**src/rtl/v_instr_queue.sv**
```systemverilog
// Issue queue between the scalar core and the vector coprocessor: buffers instructions with
// their scalar operands and presents one at a time, holding it stable until it completes.
module v_instr_queue #(
   parameter int unsigned DEPTH          = 4,
   parameter int unsigned TIMEOUT_CYCLES = 64
) (
   input  logic                    clk,
   input  logic                    rst,
   input  logic                    flush,
   input  logic                    in_valid,
   output logic                    in_ready,
   input  logic [31:0]             in_instr,
   input  logic [31:0]             in_rs1_data,
   input  logic [31:0]             in_rs2_data,
   output logic [31:0]             op_instr_base,
   output logic [31:0]             xreg_out1,
   output logic [31:0]             xreg_out2,
   input  logic                    v_done,
   output logic                    busy,
   output logic [$clog2(DEPTH):0]  count,
   output logic                    timeout_err
);

   localparam int unsigned PTR_W = $clog2(DEPTH);
   localparam int unsigned CNT_W = PTR_W + 1;
   localparam int unsigned TMR_W = $clog2(TIMEOUT_CYCLES);

   typedef struct packed {
      logic [31:0] instr;
      logic [31:0] rs1;
      logic [31:0] rs2;
   } entry_t;

   typedef enum logic {IDLE, EXEC} state_e;

   state_e             state_q, state_d;
   entry_t             mem_q [DEPTH];
   entry_t             head_c;
   logic [PTR_W-1:0]   wr_ptr_q, wr_ptr_d, rd_ptr_q, rd_ptr_d;
   logic [CNT_W-1:0]   count_q, count_d;
   logic [TMR_W-1:0]   timer_q, timer_d;
   logic [31:0]        op_q, op_d, x1_q, x1_d, x2_q, x2_d;
   logic               terr_q, terr_d;
   logic               push_c, pop_c, done_c, tmo_c, vcfg_c;

   assign in_ready      = (count_q != CNT_W'(DEPTH));
   assign push_c        = in_valid & in_ready & ~flush;
   assign vcfg_c        = (op_q[6:0] == 7'b1010111) && (op_q[14:12] == 3'b111);
   assign tmo_c         = (state_q == EXEC) && !v_done && (timer_q == TMR_W'(TIMEOUT_CYCLES - 1));
   assign done_c        = (state_q == EXEC) && (vcfg_c || v_done || tmo_c);
   assign pop_c         = done_c & ~flush;
   assign head_c        = mem_q[rd_ptr_q];

   assign op_instr_base = op_q;
   assign xreg_out1     = x1_q;
   assign xreg_out2     = x2_q;
   assign busy          = (state_q == EXEC);
   assign count         = count_q;
   assign timeout_err   = terr_q;

   // State register
   always_ff @(posedge clk or posedge rst) begin
      if (rst) state_q <= IDLE;
      else     state_q <= state_d;
   end

   // Next-state logic
   always_comb begin
      state_d = state_q;
      if (flush) begin
         state_d = IDLE;
      end else begin
         case (state_q)
            IDLE:    if (count_q != '0) state_d = EXEC;
            EXEC:    if (done_c)        state_d = IDLE;
            default: state_d = IDLE;
         endcase
      end
   end

   // Output/datapath next values; completion zeroes the outputs to force a one-cycle bubble
   always_comb begin
      wr_ptr_d = wr_ptr_q;
      rd_ptr_d = rd_ptr_q;
      count_d  = count_q;
      timer_d  = timer_q;
      op_d     = op_q;
      x1_d     = x1_q;
      x2_d     = x2_q;
      terr_d   = terr_q;
      if (flush) begin
         wr_ptr_d = '0;
         rd_ptr_d = '0;
         count_d  = '0;
         timer_d  = '0;
         op_d     = '0;
         x1_d     = '0;
         x2_d     = '0;
         terr_d   = 1'b0;
      end else begin
         if (push_c) wr_ptr_d = wr_ptr_q + PTR_W'(1);
         if (pop_c)  rd_ptr_d = rd_ptr_q + PTR_W'(1);
         count_d = count_q + CNT_W'(push_c) - CNT_W'(pop_c);
         case (state_q)
            IDLE: begin
               if (count_q != '0) begin
                  op_d    = head_c.instr;
                  x1_d    = head_c.rs1;
                  x2_d    = head_c.rs2;
                  timer_d = '0;
               end
            end
            EXEC: begin
               if (done_c) begin
                  op_d    = '0;
                  x1_d    = '0;
                  x2_d    = '0;
                  timer_d = '0;
                  if (tmo_c) terr_d = 1'b1;
               end else begin
                  timer_d = timer_q + TMR_W'(1);
               end
            end
            default: ;
         endcase
      end
   end

   always_ff @(posedge clk or posedge rst) begin
      if (rst) begin
         wr_ptr_q <= '0;
         rd_ptr_q <= '0;
         count_q  <= '0;
         timer_q  <= '0;
         op_q     <= '0;
         x1_q     <= '0;
         x2_q     <= '0;
         terr_q   <= 1'b0;
      end else begin
         wr_ptr_q <= wr_ptr_d;
         rd_ptr_q <= rd_ptr_d;
         count_q  <= count_d;
         timer_q  <= timer_d;
         op_q     <= op_d;
         x1_q     <= x1_d;
         x2_q     <= x2_d;
         terr_q   <= terr_d;
      end
   end

   // Entry storage needs no reset; only slots behind a valid count are ever read
   always_ff @(posedge clk) begin
      if (push_c) mem_q[wr_ptr_q] <= '{instr: in_instr, rs1: in_rs1_data, rs2: in_rs2_data};
   end

endmodule

```
**config.mk**
```make
export PLATFORM = sky130hd
export DESIGN_NAME = v_instr_queue
export DESIGN_NICKNAME = d
export VERILOG_FILES = /design/src/rtl/v_instr_queue.sv
export SDC_FILE = /design/constraint.sdc
export NUM_CORES = 1
export LEC_CHECK = 0
export CAP_MARGIN = 20
export CORE_UTILIZATION = 56
export DETAILED_ROUTE_END_ITERATION = 16
export HOLD_SLACK_MARGIN = 0.15
export PLACE_DENSITY_LB_ADDON = 0.05
export SETUP_SLACK_MARGIN = 0.2
export SLEW_MARGIN = 40
export SYNTH_ARGS = -nofsm -noshare
export SYNTH_HDL_FRONTEND = slang
export SYNTH_SLANG_ARGS = --single-unit
```
**constraint.sdc**
```tcl
create_clock -name clk -period 4.9 [get_ports clk]
set_clock_uncertainty 0.1 [all_clocks]
set_input_delay 0.49 -clock clk [delete_from_list [all_inputs] [get_ports clk]]
set_output_delay 0.49 -clock clk [all_outputs]
set_load 0.02 [all_outputs]
```
# Yosys cells after proc, flatten, opt, wreduce, memory -nomap -nowiden
# Memory sizes are Yosys's and may differ from the RTL's.
# Index checks and enable logic that the tools add are counted.
dict set report totals {
  reg_bits 111
  ram_bits 384
  input_bits 101
  output_inout_bits 102
  word_cells 70
  mem_count 1
}
dict set report classes {
  n_addsub 5
  eq_ne 6
  n_mux 29
  bitwise_logic 5
  n_reduce_logical 15
}
# name words word_bits read_ports rd_clocked_by_memory_dff write_ports line_no
set mem_list {}
lappend mem_list {mem_q 4 96 1 0 1 37} ;# entry_t mem_q [DEPTH];
# operator n
set op_table {}
lappend op_table {{2-to-1 mux 32 bit} 7}
lappend op_table {{one-hot mux 32 bit (2 select lines)} 3}
lappend op_table {{2-to-1 mux 6 bit} 3}
lappend op_table {{one-hot mux 6 bit (2 select lines)} 1}
lappend op_table {{nonzero test 2 bit} 5}
lappend op_table {{2-to-1 mux 1 bit} 9}
lappend op_table {{2-to-1 mux 2 bit} 4}
lappend op_table {{equality test 7 bit (second input constant)} 1}
lappend op_table {{adder 6 x 1 -> 6 bit (second input constant)} 1}
lappend op_table {{equality test 6 bit (second input constant)} 1}
lappend op_table {{!= test 3 bit (second input constant)} 2}
lappend op_table {{adder 2 x 1 -> 2 bit (second input constant)} 2}
lappend op_table {{logical AND 1 bit} 4}
lappend op_table {{adder 3 x 1 -> 3 bit} 1}
lappend op_table {{bitwise AND 1 bit} 3}
lappend op_table {{equality test 3 bit (second input constant)} 1}
lappend op_table {{2-to-1 mux 3 bit} 1}
lappend op_table {{!= test 3 x 2 -> 1 bit (second input constant)} 1}
lappend op_table {{AND reduction 3 bit} 1}
lappend op_table {{nonzero test 3 bit} 1}
lappend op_table {{subtractor 3 x 1 -> 3 bit} 1}
lappend op_table {{logical OR 1 bit} 2}
lappend op_table {{NOT 1 bit} 2}
lappend op_table {{one-hot mux 1 bit (2 select lines)} 1}
lappend op_table {{2 further kinds} 2}

# Depth between registers and ports, before layout
dict set report depth {
  word_depth 8
  ltp_mapped 11
  mapped_depth_nobuf 11
}

# Least setup slack after synthesis
# Ideal clock, no wire load.
dict set report synth_timing {
  path_type {flip-flop to flip-flop}
  from {register count_q[1] (netlist: count[1])}
  to {memory mem_q[0][0] in the netlist's numbering, enable pin}
  setup_time_ps 466
  arrival_time_ps 3335
  t_required_ps 4334
  setup_slack_ps 999
  stages_incl_launch_ff 5
  n_path_buf 0
  period_less_slack_ps 3901
  path_cell_list {dfrtp_1 or3b_2 nand2_1 nor2_1 and2_1}
}
dict set report synth_via {
  elab_chain_len 5
}
# item line_no
set synth_rtl {}
lappend synth_rtl {{start: declaration} 40} ;# logic [CNT_W-1:0] count_q, count_d;
lappend synth_rtl {{start signal: assignment} 142} ;# count_q <= count_d;
lappend synth_rtl {{!= test 3 bit} 46} ;# assign in_ready = (count_q != CNT_W'(DEPTH));
lappend synth_rtl {{via in_ready} 11} ;# output logic in_ready,
lappend synth_rtl {{bitwise AND 1 bit (2 in a row)} 47} ;# assign push_c = in_valid & in_ready & ~flush;
lappend synth_rtl {{2-to-1 mux 1 bit} 153} ;# if (push_c) mem_q[wr_ptr_q] <= '{instr: in_instr, rs1: in_rs1_data, rs2: in_rs2_data};
lappend synth_rtl {{2-to-1 mux 1 bit (not written as such)} 153}
lappend synth_rtl {{end: declaration} 37}
# The timed path passes the listed nets, and every way through them passes these cells.

# Worst setup path in the final report
dict set report layout_timing {
  from {register count_q[1] (netlist: count[1])}
  to {output port in_ready}
}
dict set report layout_via {
  elab_chain_len 1
}
# item line_no
set layout_rtl {}
lappend layout_rtl {{!= test 3 bit} 46}
lappend layout_rtl {{end: declaration} 11}
# No other way between the ends.

==> results.tsv <==
metric	value	unit
synth unique cells	43	
Yosys top cell by area	edfxtp_1	
status	completed	
Slew HR	0.4909	
WP data arrival	2140	ps
Routed WL per cell	23.57	um
htree depth	2	
first-pass GRT wire length	54270	um
CP Capture Type	primary output	
Synth Area per Inst	22.13	um^2
vias in the first global route	9326	
via count	8712	
total grt overflow	0	
max-cap viol count	0	
placed cell area	20660	um^2
Setup Buffers After CTS	0	
sequential cell area	14320	um^2
final hold vios	0	
# port buffers	202	
synthesis-stage register bit count	495	
Resize count post-CTS	0	
Yosys top cell area share	0.6369	
Pwr per Cell Area	518.7	nW/um^2
core area	31720	um^2
number of warnings issued by yosys	0	
clk root buf	clkbuf_16	
total power	11.56	mW
Bufs on Longest Clock Path	3	
Lkg Pwr	7.703	nW
Final min period	2731	ps
Num CTS Buffers	49	
CTS tree	done	
post-synthesis net count	927	
Die Height	181.8	um
Mapped Cells	818	
Hold Crit Class	in -> async	
critical path startpoint category	flop	
WL final	35090	um
FF-to-FF path depth	11	
drt first pass iters	6	
initial DRC count	430	
Setup CP Type	reg -> out	
io pins	203	
ANT nets after route	0	
largest fanout on the critical path	5	
initial core utilization	0.5708	
DP HPWL	19930	um
top_reg_cell synth	edfxtp_1	
RSZ-0062 raised after global routing	no	
fin crit share	0.5573	
Async SR Flop Fraction	0.2242	
GPL Wtd Cong	0.8054	
CP Data Required Time	4310	ps
largest net degree at the start of global routing	78	
peak supply drop	0.3918	mV
die area	33050	um^2
Rows	65	
nets	1152	
final setup TNS	0	ps
measured slew at the worst slew-check pin	763.6	ps
fill cell count	1999	
Sink Count	495	
commonest cells after routing, fill and taps aside	384 x edfxtp_1, 202 x clkdlybuf4s50_1, 109 x dfrtp_1	
Setup violations, final	0	
initial antenna violation count	6	
leading cell type in the layout, fill and taps excluded	edfxtp_1	
mapped cell area	18110	um^2
Die Span X	181.8	um
Layout area overhead	23.09	%
layout cells sized above 1	0.1837	
Via density	5.851	
Post-CTS Hold Buffers	0	
Post-synth EDFFs	384	
CTS clock-pin slew for the worst setup and hold paths	60	ps
largest cells by area after synthesis	edfxtp_1 64%, dfrtp_1 15%, mux4_2 12%	
worst skew pair latency	550	ps
GRT Overall Usage	0.2202	
Slew Viols, Final	0	
Final Cell Area	22290	um^2
footprint of the multi-input gates	3555	um^2
highest clock rate	366.2	MHz
sequential cell area fraction in the yosys report	0.7903	
drt drc	0	
-- cell type report --
| class | count | share of cell area |
|---|---|---|
| diodes | 4 | 0.0004491 |
| clock buffers | 69 | 0.06288 |
| clock inverters | 22 | 0.009544 |
| inverters | 9 | 0.001740 |
| multi-input cells | 270 | 0.1595 |
| flip-flops and latches | 495 | 0.6424 |
| well taps | 402 | 0.02257 |
| repair buffers | 218 | 0.1009 |
-- routing by layer --
metal / wire [um] / track usage / up-vias / part of all wire
met5: 17 / 0 / - / 0.00048
met3: 2208 / 0.05796 / 57 / 0.063
li1: - / - / 3854 / -
met4: 830 / 0.06610 / 2 / 0.024
met2: 17310 / 0.3615 / 232 / 0.49
met1: 14720 / 0.2925 / 4567 / 0.42
-- sequential cells by signal, indices dropped and copies added, names as in the netlist --
name	cells
busy	1
count	3
mem_q	384
op_instr_base	32
rd_ptr_q	2
timeout_err	1
timer_q	6
wr_ptr_q	2
xreg_out1	32
xreg_out2	32
-- logic make-up after synthesis --
logic type,Yosys count,synth area share
flip-flops,495,0.7903
AO/OA/AOI/OAI,116,0.05342
multiplexers,98,0.1206
buffers and inverters,53,0.01472
AND/OR/NAND/NOR,45,0.01361
adder cells (fa/ha/maj),8,0.005943
XOR/XNOR,3,0.001451
-- worst paths after layout --
check                              startpoint           endpoint  slack, ps
worst max-delay path                 count[1]           in_ready       2170
worst min-delay path                      rst  op_instr_base[23]        320
worst max register to register     timer_q[0]           count[2]       2190
worst min register to register  xreg_out1[20]      xreg_out1[20]        400
max in group asynchronous                 rst      xreg_out2[28]       3480
min in group clk                xreg_out1[20]      xreg_out1[20]        400
-- stage by stage --
step                utilization  hold slack (ps)  setup WS [ps]  cells
detailed placement       0.6514            390.4           1640   1394
CTS                      0.7023            353.5           2129   1485
global placement         0.6496            386.7           1524   1391
floorplan                     -            372.4          998.8    818
global route             0.7024            383.3           1960   1486
finish                   0.7026            321.1           2169   1489
-- where the power goes --
group          total [mW]  internal [mW]  switching, mW
Clock                3.69           2.20           1.49
Combinational        2.52           1.19           1.32
Sequential           5.36           5.06          0.300
-- cells in the mapped netlist (2+ instances only) --
cell type / instances
a21oi_1: 4
a22o_1: 96
a31oi_1: 4
and2_1: 6
and4b_1: 2
buf_1: 2
buf_2: 18
buf_6: 6
clkbuf_1: 18
dfrtp_1: 111
edfxtp_1: 384
ha_1: 7
inv_1: 9
mux4_2: 96
nand2_1: 11
nand3_1: 5
nor2_1: 8
nor2b_1: 2
nor3_1: 2
o21ai_0: 3
xnor2_1: 2
-- critical path: stages, from the launching register on --
cell and delay [ps]:
dfrtp_1 440, or3b_2 540, clkdlybuf4s50_1 610
Power figures use the tool's default switching activity.
